**config.mk**
```make
export PLATFORM = sky130hd
export DESIGN_NAME = doodle_sprite_loader
export DESIGN_NICKNAME = d
export VERILOG_FILES = /design/src/rtl/doodle_pkg.sv /design/src/rtl/doodle_sprite_loader.sv
export SDC_FILE = /design/constraint.sdc
export NUM_CORES = 1
export LEC_CHECK = 0
export ABC_AREA = 1
export BUFFER_PORTS_ARGS = -buffer_cell sky130_fd_sc_hd__buf_2
export CORE_MARGIN = 2
export CORE_UTILIZATION = 54
export DETAILED_ROUTE_END_ITERATION = 10
export GPL_TIMING_DRIVEN = 1
export HOLD_SLACK_MARGIN = 0.02
export PLACE_DENSITY = 0.82
export SLEW_MARGIN = 20
export SYNTH_ARGS = -nofsm -noshare
export SYNTH_HDL_FRONTEND = slang
export SYNTH_SLANG_ARGS = --single-unit
export TNS_END_PERCENT = 10
```
**constraint.sdc**
```tcl
create_clock -name clk -period 1.93 [get_ports clk]
set_input_delay 0 -clock clk [delete_from_list [all_inputs] [get_ports clk]]
set_output_delay 0 -clock clk [all_outputs]
set_load 0.1 [all_outputs]
```
**src/rtl/doodle_pkg.sv**
```systemverilog
// doodle_pkg
// Shared definitions for the Doodle sprite blocks.
//   loader_state_t : sprite RAM loader FSM states
//   PLT_*          : 2-bit palette codes shared by the loader and the sprite core palette
//   ppw_of()/PPW   : pixels carried by one packed input word (two bits per pixel)
package doodle_pkg;

    typedef enum logic [1:0] {
        IDLE      = 2'd0,
        WAIT_WORD = 2'd1,
        SHIFT     = 2'd2,
        DONE      = 2'd3
    } loader_state_t;

    localparam logic [1:0] PLT_KEY   = 2'b00;
    localparam logic [1:0] PLT_GRAY  = 2'b01;
    localparam logic [1:0] PLT_BODY  = 2'b10;
    localparam logic [1:0] PLT_WHITE = 2'b11;

    // Pixels per packed word: each palette code occupies two bits.
    function automatic int unsigned ppw_of(input int unsigned word_w);
        return word_w / 32'd2;
    endfunction

    localparam int unsigned LOADER_WORD_DEFAULT = 32'd32;
    localparam int unsigned PPW = ppw_of(LOADER_WORD_DEFAULT);

endpackage

```
**src/rtl/doodle_sprite_loader.sv**
```systemverilog
// doodle_sprite_loader
// Bus-side writer for the Doodle sprite RAM. Accepts packed words on a
// valid/ready stream, unpacks each into WORD/2 two-bit palette codes
// (pixel 0 in bits [1:0]) and writes them one per clock to consecutive
// sprite RAM addresses starting at base_addr (wrapping modulo 2^ADDR).
//
// Ports:
//   clk        system clock
//   reset_n    synchronous active-low reset
//   start      one-cycle load request, honoured only in IDLE
//   abort      cancels the load in progress (next state IDLE, no done)
//   base_addr  first pixel address, sampled with start
//   num_words  number of words to load, sampled with start (0 = empty load)
//   s_valid    input word valid
//   s_data     packed pixels, LSB-first
//   s_ready    loader accepts a word (never depends on s_valid)
//   we         sprite RAM write enable
//   addr_w     sprite RAM write address
//   pixel_out  palette code for the sprite RAM pixel_in port
//   busy       high whenever not IDLE
//   done       one-cycle pulse when a load completes
module doodle_sprite_loader
    import doodle_pkg::*;
#(
    parameter int ADDR = 10,
    parameter int WORD = 32
) (
    input  logic            clk,
    input  logic            reset_n,
    input  logic            start,
    input  logic            abort,
    input  logic [ADDR-1:0] base_addr,
    input  logic [ADDR-4:0] num_words,
    input  logic            s_valid,
    input  logic [WORD-1:0] s_data,
    output logic            s_ready,
    output logic            we,
    output logic [ADDR-1:0] addr_w,
    output logic [1:0]      pixel_out,
    output logic            busy,
    output logic            done
);

    localparam int unsigned PIX_PER_WORD = ppw_of(WORD);
    localparam int          PIX_W        = $clog2(PIX_PER_WORD);
    localparam int          NW           = ADDR - 3;
    localparam logic [PIX_W-1:0] LAST_PIX = PIX_W'(PIX_PER_WORD - 1);

    loader_state_t   state_r;
    logic [ADDR-1:0] addr_r;
    logic [WORD-1:0] sh_r;
    logic [PIX_W-1:0] pix_idx_r;
    logic [NW-1:0]   words_left_r;

    logic last_pix_s;
    logic more_s;
    logic hs_s;

    assign last_pix_s = (pix_idx_r == LAST_PIX);
    assign more_s     = (words_left_r > NW'(1));
    assign hs_s       = s_valid && s_ready;

    // The write port is driven straight from the address and shift registers.
    assign addr_w    = addr_r;
    assign pixel_out = sh_r[1:0];

    // Moore decode of the registered state into the handshake and status outputs.
    always_comb begin
        s_ready = 1'b0;
        we      = 1'b0;
        busy    = 1'b1;
        done    = 1'b0;
        case (state_r)
            IDLE: begin
                busy = 1'b0;
            end
            WAIT_WORD: begin
                s_ready = 1'b1;
            end
            SHIFT: begin
                we = 1'b1;
                // Offer the next word only on the final pixel, and only if
                // another word is still owed; this is what makes loads gapless.
                if (last_pix_s && more_s) begin
                    s_ready = 1'b1;
                end else begin
                    s_ready = 1'b0;
                end
            end
            DONE: begin
                done = 1'b1;
            end
            default: begin
                busy = 1'b0;
            end
        endcase
    end

    // Loader FSM with its address, shift and word counters.
    always_ff @(posedge clk) begin
        if (!reset_n) begin
            state_r      <= IDLE;
            addr_r       <= '0;
            sh_r         <= '0;
            pix_idx_r    <= '0;
            words_left_r <= '0;
        end else if (abort) begin
            // Any partially shifted word is dropped; the write already on the
            // port this cycle still lands because we is a decode of SHIFT.
            state_r   <= IDLE;
            sh_r      <= '0;
            pix_idx_r <= '0;
        end else begin
            case (state_r)
                IDLE: begin
                    if (start) begin
                        addr_r       <= base_addr;
                        words_left_r <= num_words;
                        if (num_words == '0) begin
                            state_r <= DONE;
                        end else begin
                            state_r <= WAIT_WORD;
                        end
                    end
                end
                WAIT_WORD: begin
                    if (hs_s) begin
                        sh_r      <= s_data;
                        pix_idx_r <= '0;
                        state_r   <= SHIFT;
                    end
                end
                SHIFT: begin
                    addr_r    <= addr_r + ADDR'(1);
                    pix_idx_r <= pix_idx_r + PIX_W'(1);
                    if (last_pix_s) begin
                        words_left_r <= words_left_r - NW'(1);
                        if (!more_s) begin
                            sh_r    <= {2'b00, sh_r[WORD-1:2]};
                            state_r <= DONE;
                        end else if (hs_s) begin
                            sh_r      <= s_data;
                            pix_idx_r <= '0;
                        end else begin
                            sh_r    <= {2'b00, sh_r[WORD-1:2]};
                            state_r <= WAIT_WORD;
                        end
                    end else begin
                        sh_r <= {2'b00, sh_r[WORD-1:2]};
                    end
                end
                DONE: begin
                    state_r <= IDLE;
                end
                default: begin
                    state_r <= IDLE;
                end
            endcase
        end
    end

endmodule
```
After elaboration in Yosys (flattened, before gate mapping)
Index checks and enable logic that the tools add are counted.

Add/sub/neg operators: 3. Magnitude comparators: 1. Eq/ne operators: 8. Multiplexer cells: 27. Bitwise gates (word level): 2. Reductions and logical operators: 11.

Operators by type and width (count): 32-bit 2-to-1 mux (4); 32-bit case mux with 2 select lines (1); 10-bit case mux with 2 select lines (1); 4-bit 2-to-1 mux (4); 7-bit 2-to-1 mux (2); 7-bit case mux with 2 select lines (1); 2-bit 2-to-1 mux (6); 10-bit by 1-bit adder with 10-bit output, second input constant (1); 10-bit 2-to-1 mux (1); 2-bit case mux with 4 select lines (1); 4-bit case mux with 2 select lines (1); 4-bit AND reduction (2); 7-bit by 1-bit > comparator with 1-bit output, second input constant (1); 7-bit logical NOT (1); 7-bit by 1-bit subtractor with 7-bit output, second input constant (1); 2-bit inequality test, second input constant (3); 4-bit by 1-bit adder with 4-bit output, second input constant (1); 2-bit == test, second input constant (2); 4-bit == test, second input constant (1); 1-bit 2-to-1 mux (4); 2-bit nonzero test (2); 3-bit inequality test, second input constant (1); 3-bit AND reduction (1); 2-bit by 1-bit == test with 1-bit output, second input constant (1); other kinds (6) (8).

Register bits after elaboration: 55. Input bits: 54. Output and inout bits: 16. Word-level logic and storage cells: 57.

Depth between registers and ports, before layout
Gate-level depths: netlist of the first run.

Depth in word-level cells: 9. Mapped depth: 12. Depth with buffers taken out: 11.

Worst setup path before layout of the first run
OpenSTA, ideal clock, no wires.

Path kind: register to output. From: register state_r[0]. To: output port s_ready. Arrival: 3.952 ns. Required time: 1.930 ns. Setup slack: -2.022 ns. Cell stages (with the launch flop): 8. Buffers on the path: 1. Cell sequence: dfxtp_1 > inv_1 > ha_1 > buf_2 > inv_1 > nor2_1 > nand2_1 > a21boi_0.

Longest elaborated chain between the ends: 2.

RTL lines: start, declared (RTL line doodle_sprite_loader.sv:49) `loader_state_t state_r;`; start signal, assigned (RTL line doodle_sprite_loader.sv:102) `state_r <= IDLE;`; start signal, assigned (RTL line doodle_sprite_loader.sv:110) `state_r <= IDLE;`; start signal, assigned (RTL line doodle_sprite_loader.sv:120) `state_r <= DONE;`; 2-bit == test or 2-bit by 1-bit == test with 1-bit output (tied branches) (RTL line doodle_sprite_loader.sv:73) `case (state_r)`; 1-bit case mux with 2 select lines (*) (RTL line doodle_sprite_loader.sv:73); end, declared (RTL line doodle_sprite_loader.sv:36) `output logic s_ready,`.

Mark *: on every way between the ends. The rest lies on a longest branch, timed or not.

Final worst setup path of the first run
From: register pix_idx_r[0]. To: register pix_idx_r[3].

Longest elaborated chain between the ends: 9.

RTL lines: start, declared (RTL line doodle_sprite_loader.sv:52) `logic [PIX_W-1:0] pix_idx_r;`; start signal, assigned (RTL line doodle_sprite_loader.sv:135) `pix_idx_r <= pix_idx_r + PIX_W'(1);`; 4-bit == test (RTL line doodle_sprite_loader.sv:59) `assign last_pix_s = (pix_idx_r == LAST_PIX);`; 1-bit logical AND (RTL line doodle_sprite_loader.sv:84) `if (last_pix_s && more_s) begin`; 1-bit 2-to-1 mux (RTL line doodle_sprite_loader.sv:84); 1-bit case mux with 2 select lines (RTL line doodle_sprite_loader.sv:73); 1-bit logical AND (RTL line doodle_sprite_loader.sv:61) `assign hs_s = s_valid && s_ready;`; 4-bit 2-to-1 mux (RTL line doodle_sprite_loader.sv:141) `end else if (hs_s) begin`; 4-bit 2-to-1 mux (RTL line doodle_sprite_loader.sv:138) `if (!more_s) begin`; 4-bit 2-to-1 mux (RTL line doodle_sprite_loader.sv:136) `if (last_pix_s) begin`; 4-bit case mux with 2 select lines (RTL line doodle_sprite_loader.sv:114) `case (state_r)`.

Parallel ways exist; a longest one is shown, timed or not. A chain may end at the register's enable or synchronous reset.

==> run_results.csv, run 1 <==
group,metric,value,unit
drt,wire_per_inst,12.1,um
cells_and_area,syn2layout_area_growth,24.0,%
floorplanning,die-area,6430,um^2
timing,hold_viol_final,0,
power,power_frac_clock,22.8,%
drt,ant_nets,0,
cells_and_area,postLayoutCellArea,3890,um^2
cts,numClockSinks,55,
cts,htree_levels,2,
power,pwr-share-seq,42.4,%
yosys,syn_avg_cell_area,6.49,um^2
global_routing,antenna_found_initial,0,
floorplanning,row_count,27,
yosys,syn_nets,546,
global_routing,overflow,0,
timing,finalMaxSlewViolations,0,
placed_design,post_dp_cell_area,3660,um^2
placed_design,dp_slack,132,ps
setup_path,crit_path_max_fanout,11,
drt,drt_iter0_drc,222,
cells_and_area,regArea,1110,um^2
cells_and_area,final_cells,631,
setup_path,critPathTopFamily,"simple AND/OR/NAND/NOR gates",
yosys,dominantRegCellSynth,"dfxtp_1",
power,power,2.99,mW
setup_path,crit_path_start_kind,"flop",
timing,max_freq,537,MHz
setup_path,arrival,2090,ps
drt,drc,0,
global_routing,grt_pass1_vias,2894,
placed_design,port-buffer-count,69,
setup_path,cp_slowest_cell,"dfxtp_2",
cells_and_area,antenna_cells,0,
cells_and_area,final_cell_mix,"nand2_1 (101), inv_1 (71), buf_2 (68)",
cells_and_area,fin_util,70.1,%
setup_path,required,2160,ps
drt,vias,3251,
timing,rsz0062_at_grt,"yes",
drt,wirelength,7610,um
cts,cts_tree,"built",
placed_design,placed_cells,613,
setup_path,cpPeakStageDelay,390,ps
timing,layout_min_cycle_time,1860,ps
power,p_int,1.82,mW
yosys,yosysSeqAreaShare,35.1,%
floorplanning,core_area,5540,um^2
setup_path,cp-end-kind,"flop",
setup_path,worstSetupPathType,"reg -> reg",
cells_and_area,fill_cells,477,
yosys,yosys_warnings,0,
yosys,async_flop_share,0,%
floorplanning,pin_count,70,
timing,layout_setup_ws,67.6,ps
drt,drt-pass1-iter-count,4,
cells_and_area,multi_input_area,1670,um^2
timing,setup_viol,0,
cells_and_area,drive_gt1_share,21.6,%
floorplanning,die_h,80.2,um
yosys,synth-seq-cells,55,
floorplanning,die_x,80.2,um
hold_path,hold_path.class,"in -> reg",
power,vdd_ir_drop_max,0.000396,V
yosys,syn_area,3130,um^2
setup_path,worstPathCellList,"ha_1 > nand3_1 > nor2_1 > o2111ai_2 > nand2_2 > nand2_4 > clkbuf_16 > o211ai_1 > inv_1",
cells_and_area,nNetsFinal,621,
power,static-leakage-power,1.69,nW
yosys,syn_inst,483,
cts,cts_root_buffer,"clkbuf_8",
cts,cts_buffers,5,
timing,tightest_slew,486,ps
flow_run,maxCapViolations,0,
cts,clockBufferDepth,2,
power,netSwitchingFraction,39.1,%
global_routing,grtUsageTotal,23.7,%
run_status,outcome,"finished, final reports clean",
placed_design,dp_hpwl,5370,um
power,p_comb_share,34.8,%
power,p_per_area,768,nW/um^2
timing,period_share,96.5,%
power,p_switching,1.17,mW
drt,viasPerCell,5.15,
timing,slew_headroom,67.8,%
placed_design,gp_congestion,0.891,
timing,clock_skew,16.1,ps
global_routing,grt_max_degree,25,
floorplanning,start_util,56.6,%
yosys,synth_edf_count,0,
yosys,ys_types,29,
global_routing,grt_pass1_wl,12300,um
cells_and_area,final_common_cell,"nand2_1",
cts,clk_transition_reported_paths,110,ps
cts,worstSkewPairLatency,330,ps
setup_path,crit_buf_inv,2,
[power by group through the flow]
stage	Sequential, mW	Clock [mW]	Combinational, mW
2_1_floorplan	1.44	0	0.622
3_3_place_gp	1.29	0	0.979
3_5_place_dp	1.29	0	0.998
4_1_cts	1.26	0.691	1.01
5_1_grt	1.27	0.737	1.15
6_report	1.27	0.680	1.04
[registers in the layout, summed over array words and instances, names as in the netlist]
signal        count
words_left_r      7
state_r           2
sh_r             32
pix_idx_r         4
addr_w           10
[through the flow]
stage / TNS (ps) / hold WS (ps)
2_1_floorplan: -398 / 131
3_3_place_gp: 0 / 261
3_5_place_dp: 0 / 265
4_1_cts: 0 / 27.8
5_1_grt: -1420 / 49.1
6_report: 0 / 26.6
[layout make-up]
cell class,instances,area share (%)
inverter,79,7.98
tap,72,2.32
sequential,55,28.6
timing repair buffer,95,15.6
clock inverter,3,0.644
multi-input combinational,322,43.1
clock buffer,5,1.77
[routing by layer]
metal / global-route usage, % / up-vias / share of wire (%)
met4: 8.98 / 0 / 1.6
met1: 29.7 / 1467 / 43
li1: - / 1685 / -
met3: 3.03 / 11 / 4.8
met5: 0 / - / 0
met2: 41.2 / 88 / 50
[worst register-to-register path: cells and delay by family, from the launching register on]
kind | cells | cell delay [ps]
and+or+nand+nor | 4 | 590
DFF | 1 | 390
AOI/OAI and AO/OA | 2 | 320
buffers and inverters | 2 | 270
adders and majority gates | 1 | 200
[cells in the mapped netlist (3+ instances only)]
library cell / count / share of area [%]
buf_6: 3 / 1.1
a21oi_1: 61 / 9.7
clkinv_1: 3 / 0.36
ha_1: 9 / 3.6
nor2_1: 30 / 3.6
buf_2: 5 / 0.80
dfxtp_1: 55 / 35
xor2_1: 3 / 0.84
nand2_1: 103 / 12
o211ai_1: 3 / 0.72
nand3_1: 67 / 11
a211oi_1: 6 / 1.4
o21ai_0: 18 / 2.9
xnor2_1: 6 / 1.7
inv_1: 76 / 9.1
clkbuf_1: 17 / 2.0
[final timing paths]
kind | from | to | slack, ps | depth (start not counted)
setup / recovery | pix_idx_r[0] | pix_idx_r[3] | 70 | 9
hold / removal | s_data[13] | sh_r[13] | 30 | 5
setup reg to reg | pix_idx_r[0] | pix_idx_r[3] | 70 | 9
hold reg to reg | sh_r[9] | sh_r[9] | 470 | 2
[logic make-up after synthesis]
group                    Yosys count  synth area share [%]
AO/OA/AOI/OAI                     92                  15.8
XOR/XNOR                           9                  2.52
adder cells (fa/ha/maj)            9                  3.59
buffers and inverters            106                  13.9
flip-flops                        55                  35.1
AND/OR/NAND/NOR                  212                  29.1
[timing repair]
item | in CTS | in global routing
hold buffers | 9 | 0
buffers inserted | 0 | 0
setup endpoints to repair | 0 | 26
gates resized for setup | 0 | 6
endpoints found under the hold margin | 10 | 0
No activity file was read; power rests on OpenSTA's default activity.
==> inputs of run 2 (changes only) <==
--- a/config.mk
+++ b/config.mk
@@ -7,6 +7,7 @@
 export LEC_CHECK = 0
 export ABC_AREA = 1
 export BUFFER_PORTS_ARGS = -buffer_cell sky130_fd_sc_hd__buf_2
+export CAP_MARGIN = 20
 export CORE_MARGIN = 2
 export CORE_UTILIZATION = 54
 export DETAILED_ROUTE_END_ITERATION = 10
==> constraint.sdc (replaced) <==
create_clock -name clk -period 1.93 [get_ports clk]
set_input_delay 0.0965 -clock clk [delete_from_list [all_inputs] [get_ports clk]]
set_output_delay 0.0965 -clock clk [all_outputs]
set_load 0.1 [all_outputs]
==> run 2 against run 1 <==
Effect of this change: register-to-register slack better by 50 ps; critical endpoint is now sh_r[19]; clock-buffer cell count unchanged; cell area down 2.8%; hold slack gained 7.5 ps; die area stayed put; maximum frequency grew 2.7%; clock skew fell by 7.1 ps; largest power group unchanged; first-iteration DRC count fell by 15%; critical path depth grew 1.
==> run_results.csv, run 2 (synthesis gave the netlist of run 1 again) <==
group,metric,value,unit
power,p_per_area,773,nW/um^2
cts,clockBufferDepth,2,
floorplanning,die-area,6430,um^2
placed_design,gp_congestion,0.901,
cts,htree_levels,2,
cts,clk_transition_reported_paths,110,ps
drt,drt-pass1-iter-count,4,
global_routing,antenna_found_initial,0,
setup_path,crit_path_start_kind,"flop",
cells_and_area,nNetsFinal,611,
cts,cts_hold_buffers,0,
timing,clock_skew,8.91,ps
hold_path,hp-start,"s_data[30]",
global_routing,grt_pass1_wl,12400,um
cts,cts_buffers,5,
cts,post_cts_buffers,0,
floorplanning,die_h,80.2,um
drt,viasPerCell,5.18,
drt,drc,0,
floorplanning,start_util,56.6,%
setup_path,required,2180,ps
cells_and_area,fin_util,68.2,%
setup_path,r2r-start,"pix_idx_r[0]",
timing,finalMaxSlewViolations,0,
timing,rsz0062_at_grt,"yes",
drt,wire_per_inst,11.9,um
timing,layout_min_cycle_time,1810,ps
timing,period_share,94.0,%
placed_design,post_dp_cell_area,3660,um^2
power,vdd_ir_drop_max,0.000412,V
cts,ctsResizeCount,0,
floorplanning,pin_count,70,
hold_path,hold_path.class,"in -> reg",
setup_path,crit_buf_inv,1,
setup_path,rr_endpoint,"sh_r[19]",
power,static-leakage-power,1.64,nW
hold_path,hold_path_depth,3,
setup_path,rrSetupSlack,120,ps
floorplanning,row_count,27,
placed_design,dp_hpwl,5340,um
setup_path,worstSetupPathType,"reg -> reg",
setup_path,arrival,2060,ps
timing,hold_viol_final,0,
timing,max_freq,551,MHz
floorplanning,core_area,5540,um^2
drt,ant_nets,0,
hold_path,holdPathEnd,"sh_r[30]",
cells_and_area,syn2layout_area_growth,20.6,%
power,power,2.92,mW
setup_path,cp_slowest_cell,"dfxtp_4",
drt,wirelength,7400,um
cells_and_area,final_cell_mix,"nand2_1 (101), inv_1 (71), buf_2 (68)",
drt,drt_iter0_drc,188,
placed_design,port-buffer-count,69,
cells_and_area,fill_cells,499,
setup_path,critPathTopFamily,"simple AND/OR/NAND/NOR gates",
setup_path,cp-end-kind,"flop",
cells_and_area,final_common_cell,"nand2_1",
flow_run,maxCapViolations,0,
cts,worstSkewPairLatency,310,ps
cells_and_area,drive_gt1_share,22.4,%
drt,vias,3217,
cts,numClockSinks,55,
setup_path,cpPeakStageDelay,380,ps
cells_and_area,antenna_cells,0,
setup_path,crit_path_max_fanout,23,
timing,hold_ws,34.0,ps
timing,slew_headroom,67.1,%
run_status,outcome,"finished, final reports clean",
cells_and_area,largest_reg_flops,32,
global_routing,overflow,0,
global_routing,grtUsageTotal,23.9,%
timing,setup_viol,0,
timing,tns,0,ps
global_routing,grt_pass1_vias,2995,
global_routing,grt_max_degree,25,
setup_path,reg2regPathDepth,10,
cells_and_area,postLayoutCellArea,3780,um^2
setup_path,critPathMostFrequentCell,"nand3_1",
cells_and_area,top_register,"sh_r",
setup_path,worstPathCellList,"ha_2 > nand3_1 > nor2_2 > o2111ai_2 > nand2_2 > nand2_4 > buf_12 > nand2_1 > nand3_1 > a21oi_1",
cts,cts_root_buffer,"clkbuf_8",
timing,tightest_slew,496,ps
cts,cts_tree,"built",
floorplanning,die_x,80.2,um
[run 2: cell count changes in the layout (fill, tap and decap cells not counted), sizes merged]
cell | previous run | this run
inv | 77 | 76
dlygate4sd3 | 9 | 0
clkinv | 3 | 5
clkinvlp | 2 | 1
clkbuf | 6 | 5
[run 2: worst max path at each step]
stage,cells after the start,slack [ps],from,to
after floorplan,10,-50,state_r[1],words_left_r[4]
after global placement,10,170,pix_idx_r[0],sh_r[24]
after detailed placement,10,120,pix_idx_r[0],sh_r[19]
after CTS,10,80,pix_idx_r[0],sh_r[24]
after global routing,10,-7,state_r[1],sh_r[31]
final,10,120,pix_idx_r[0],sh_r[19]
[run 2: area by class of cell]
cell class              count  area (um^2)  area share, %
well taps                  72         90.1           2.38
flip-flops and latches     55         1110           29.5
multi-input cells         322         1680           44.5
inverters                  79          310           8.21
repair buffers             85          493           13.0
clock buffers               5         68.8           1.82
clock inverters             3         22.5          0.596
[run 2: metrics by stage]
step | std cells | worst slack, ps
after floorplan | 483 | -46.4
after global placement | 613 | 170
after detailed placement | 613 | 125
after CTS | 621 | 82.8
after global routing | 621 | -6.85
final | 621 | 117
[run 2: power breakdown]
part | switching, mW | leakage [nW] | internal, mW
registers | 0.0611 | 0.450 | 1.20
logic | 0.683 | 1.14 | 0.325
clock network | 0.388 | 0.0485 | 0.261
total | 1.13 | 1.64 | 1.79
[run 2: routing by layer]
layer / track usage (%) / vias to the layer above / part of all wire, %
met5: 0 / - / 0
met4: 8.98 / 0 / 1.7
met3: 3.93 / 14 / 4.5
met2: 42.5 / 86 / 49
met1: 28.8 / 1446 / 45
li1: - / 1671 / -
[run 2: worst register-to-register path: stages (launching register included)]
cell       delay, ps
dfxtp_4          380
ha_2             190
nand3_1          150
nor2_2           170
o2111ai_2        140
nand2_2          140
nand2_4          110
buf_12           180
nand2_1           70
nand3_1           60
a21oi_1          160
==> inputs of run 3 (changes only) <==
--- a/config.mk
+++ b/config.mk
@@ -13,7 +13,7 @@
 export DETAILED_ROUTE_END_ITERATION = 10
 export GPL_TIMING_DRIVEN = 1
 export HOLD_SLACK_MARGIN = 0.02
-export PLACE_DENSITY = 0.82
+export PLACE_DENSITY_LB_ADDON = 0.12
 export SLEW_MARGIN = 20
 export SYNTH_ARGS = -nofsm -noshare
 export SYNTH_HDL_FRONTEND = slang
==> run 3 against run 2 <==
Effect of this change: core utilization is 0.61 points higher; hold slack worse by 5.2 ps; wire length is 1.3% higher; die area stayed put; highest routed layer unchanged.
==> run_results.csv, run 3 (synthesis gave the netlist of run 1 again) <==
group,metric,value,unit
power,vdd_ir_drop_max,0.000465,V
cts,worstSkewPairLatency,320,ps
global_routing,grt_pass1_wl,12600,um
placed_design,post_dp_cell_area,3660,um^2
timing,hold_ws,28.9,ps
cells_and_area,syn2layout_area_growth,21.6,%
setup_path,cp-end-kind,"flop",
power,power,3.07,mW
cells_and_area,final_common_cell,"nand2_1",
timing,slew_headroom,67.4,%
cells_and_area,final_cell_mix,"nand2_1 (100), inv_1 (71), buf_2 (68)",
timing,tns,0,ps
power,static-leakage-power,1.66,nW
cells_and_area,drive_gt1_share,21.9,%
cts,cts_tree,"built",
floorplanning,die_h,80.2,um
timing,layout_setup_ws,97.0,ps
cells_and_area,antenna_cells,0,
cts,clockBufferDepth,2,
cts,numClockSinks,55,
global_routing,grt_pass1_vias,2934,
cells_and_area,nNetsFinal,610,
timing,period_share,95.0,%
cts,cts_buffers,5,
drt,drt-pass1-iter-count,6,
drt,ant_nets,0,
floorplanning,die-area,6430,um^2
timing,layout_min_cycle_time,1830,ps
cts,htree_levels,2,
power,p_per_area,804,nW/um^2
setup_path,arrival,2090,ps
setup_path,required,2180,ps
run_status,outcome,"finished, final reports clean",
placed_design,port-buffer-count,69,
floorplanning,row_count,27,
hold_path,hold_path.class,"in -> reg",
floorplanning,die_x,80.2,um
timing,setup_viol,0,
cells_and_area,largest_reg_flops,32,
cts,post_cts_buffers,0,
setup_path,reg2regPathDepth,10,
cells_and_area,top_register,"sh_r",
global_routing,antenna_found_initial,0,
drt,drt_iter0_drc,113,
cells_and_area,fill_cells,540,
setup_path,crit_path_max_fanout,21,
global_routing,overflow,0,
cells_and_area,fin_util,68.8,%
setup_path,crit_path_start_kind,"flop",
placed_design,dp_hpwl,5290,um
cts,clk_transition_reported_paths,100,ps
placed_design,gp_congestion,0.905,
cts,cts_root_buffer,"clkbuf_8",
timing,finalMaxSlewViolations,0,
cells_and_area,final_cells,620,
floorplanning,core_area,5540,um^2
hold_path,hold_path_depth,3,
drt,wirelength,7490,um
timing,clock_skew,9.92,ps
global_routing,grtUsageTotal,24.4,%
flow_run,maxCapViolations,0,
cells_and_area,regArea,1110,um^2
timing,max_freq,546,MHz
global_routing,grt_max_degree,35,
drt,wire_per_inst,12.1,um
cells_and_area,multi_input_area,1680,um^2
drt,drc,0,
floorplanning,pin_count,70,
drt,vias,3165,
drt,viasPerCell,5.10,
timing,rsz0062_at_grt,"yes",
placed_design,dp_slack,63.8,ps
timing,hold_viol_final,0,
setup_path,worstSetupPathType,"reg -> reg",
timing,tightest_slew,493,ps
placed_design,placed_cells,611,
cells_and_area,postLayoutCellArea,3810,um^2
floorplanning,start_util,56.6,%
## run 3: cell types whose count changed in the layout (fill, tap and decap cells not counted), sizes merged
cell	before	now
inv	76	75
dlygate4sd3	0	1
bufinv	0	1
buf	85	83
## run 3: cell type report
type | instances | area share, %
Tap cell | 72 | 2.36
Inverter | 79 | 8.14
Clock buffer | 5 | 1.81
Timing Repair Buffer | 84 | 13.2
Multi-Input combinational cell | 322 | 44.2
Clock inverter | 3 | 1.15
Sequential cell | 55 | 29.1
## run 3: repair_timing
action                                 in CTS  in global routing
setup endpoints to repair                   0                 29
resized for setup                           0                 10
hold buffers                                1                  0
endpoints found under the hold margin       1                  0
## run 3: layer usage
metal  vias to the layer above  wire length (um)  track usage, %
li1                       1675                 -               -
met1                      1399              3470            31.0
met2                        82              3510            41.5
met3                         9               415            5.39
met4                         0                87            6.95
met5                         -                 0               0
## run 3: path summary, 6_finish.rpt
check	slack (ps)	startpoint	to
worst min register to register	470	sh_r[1]	sh_r[1]
worst max-delay path	100	pix_idx_r[0]	sh_r[22]
worst min-delay path	30	s_data[30]	sh_r[30]
worst max register to register	100	pix_idx_r[0]	sh_r[22]
## run 3: worst max-delay path, cell delays in order, from the launching register on
cell and delay (ps):
dfxtp_2 370, ha_1 200, nand3_1 160, nor2_2 160, o2111ai_2 150, nand2_2 170
nand2_8 110, buf_12 180, nand2_1 80, nand3_1 70, a21oi_1 120
## run 3: report_power, final
| group | total, mW | leakage, nW | switching [mW] | internal [mW] |
|---|---|---|---|---|
| sequential | 1.26 | 0.450 | 0.0596 | 1.20 |
| clock | 0.779 | 0.0581 | 0.392 | 0.387 |
| combinational | 1.02 | 1.15 | 0.691 | 0.332 |
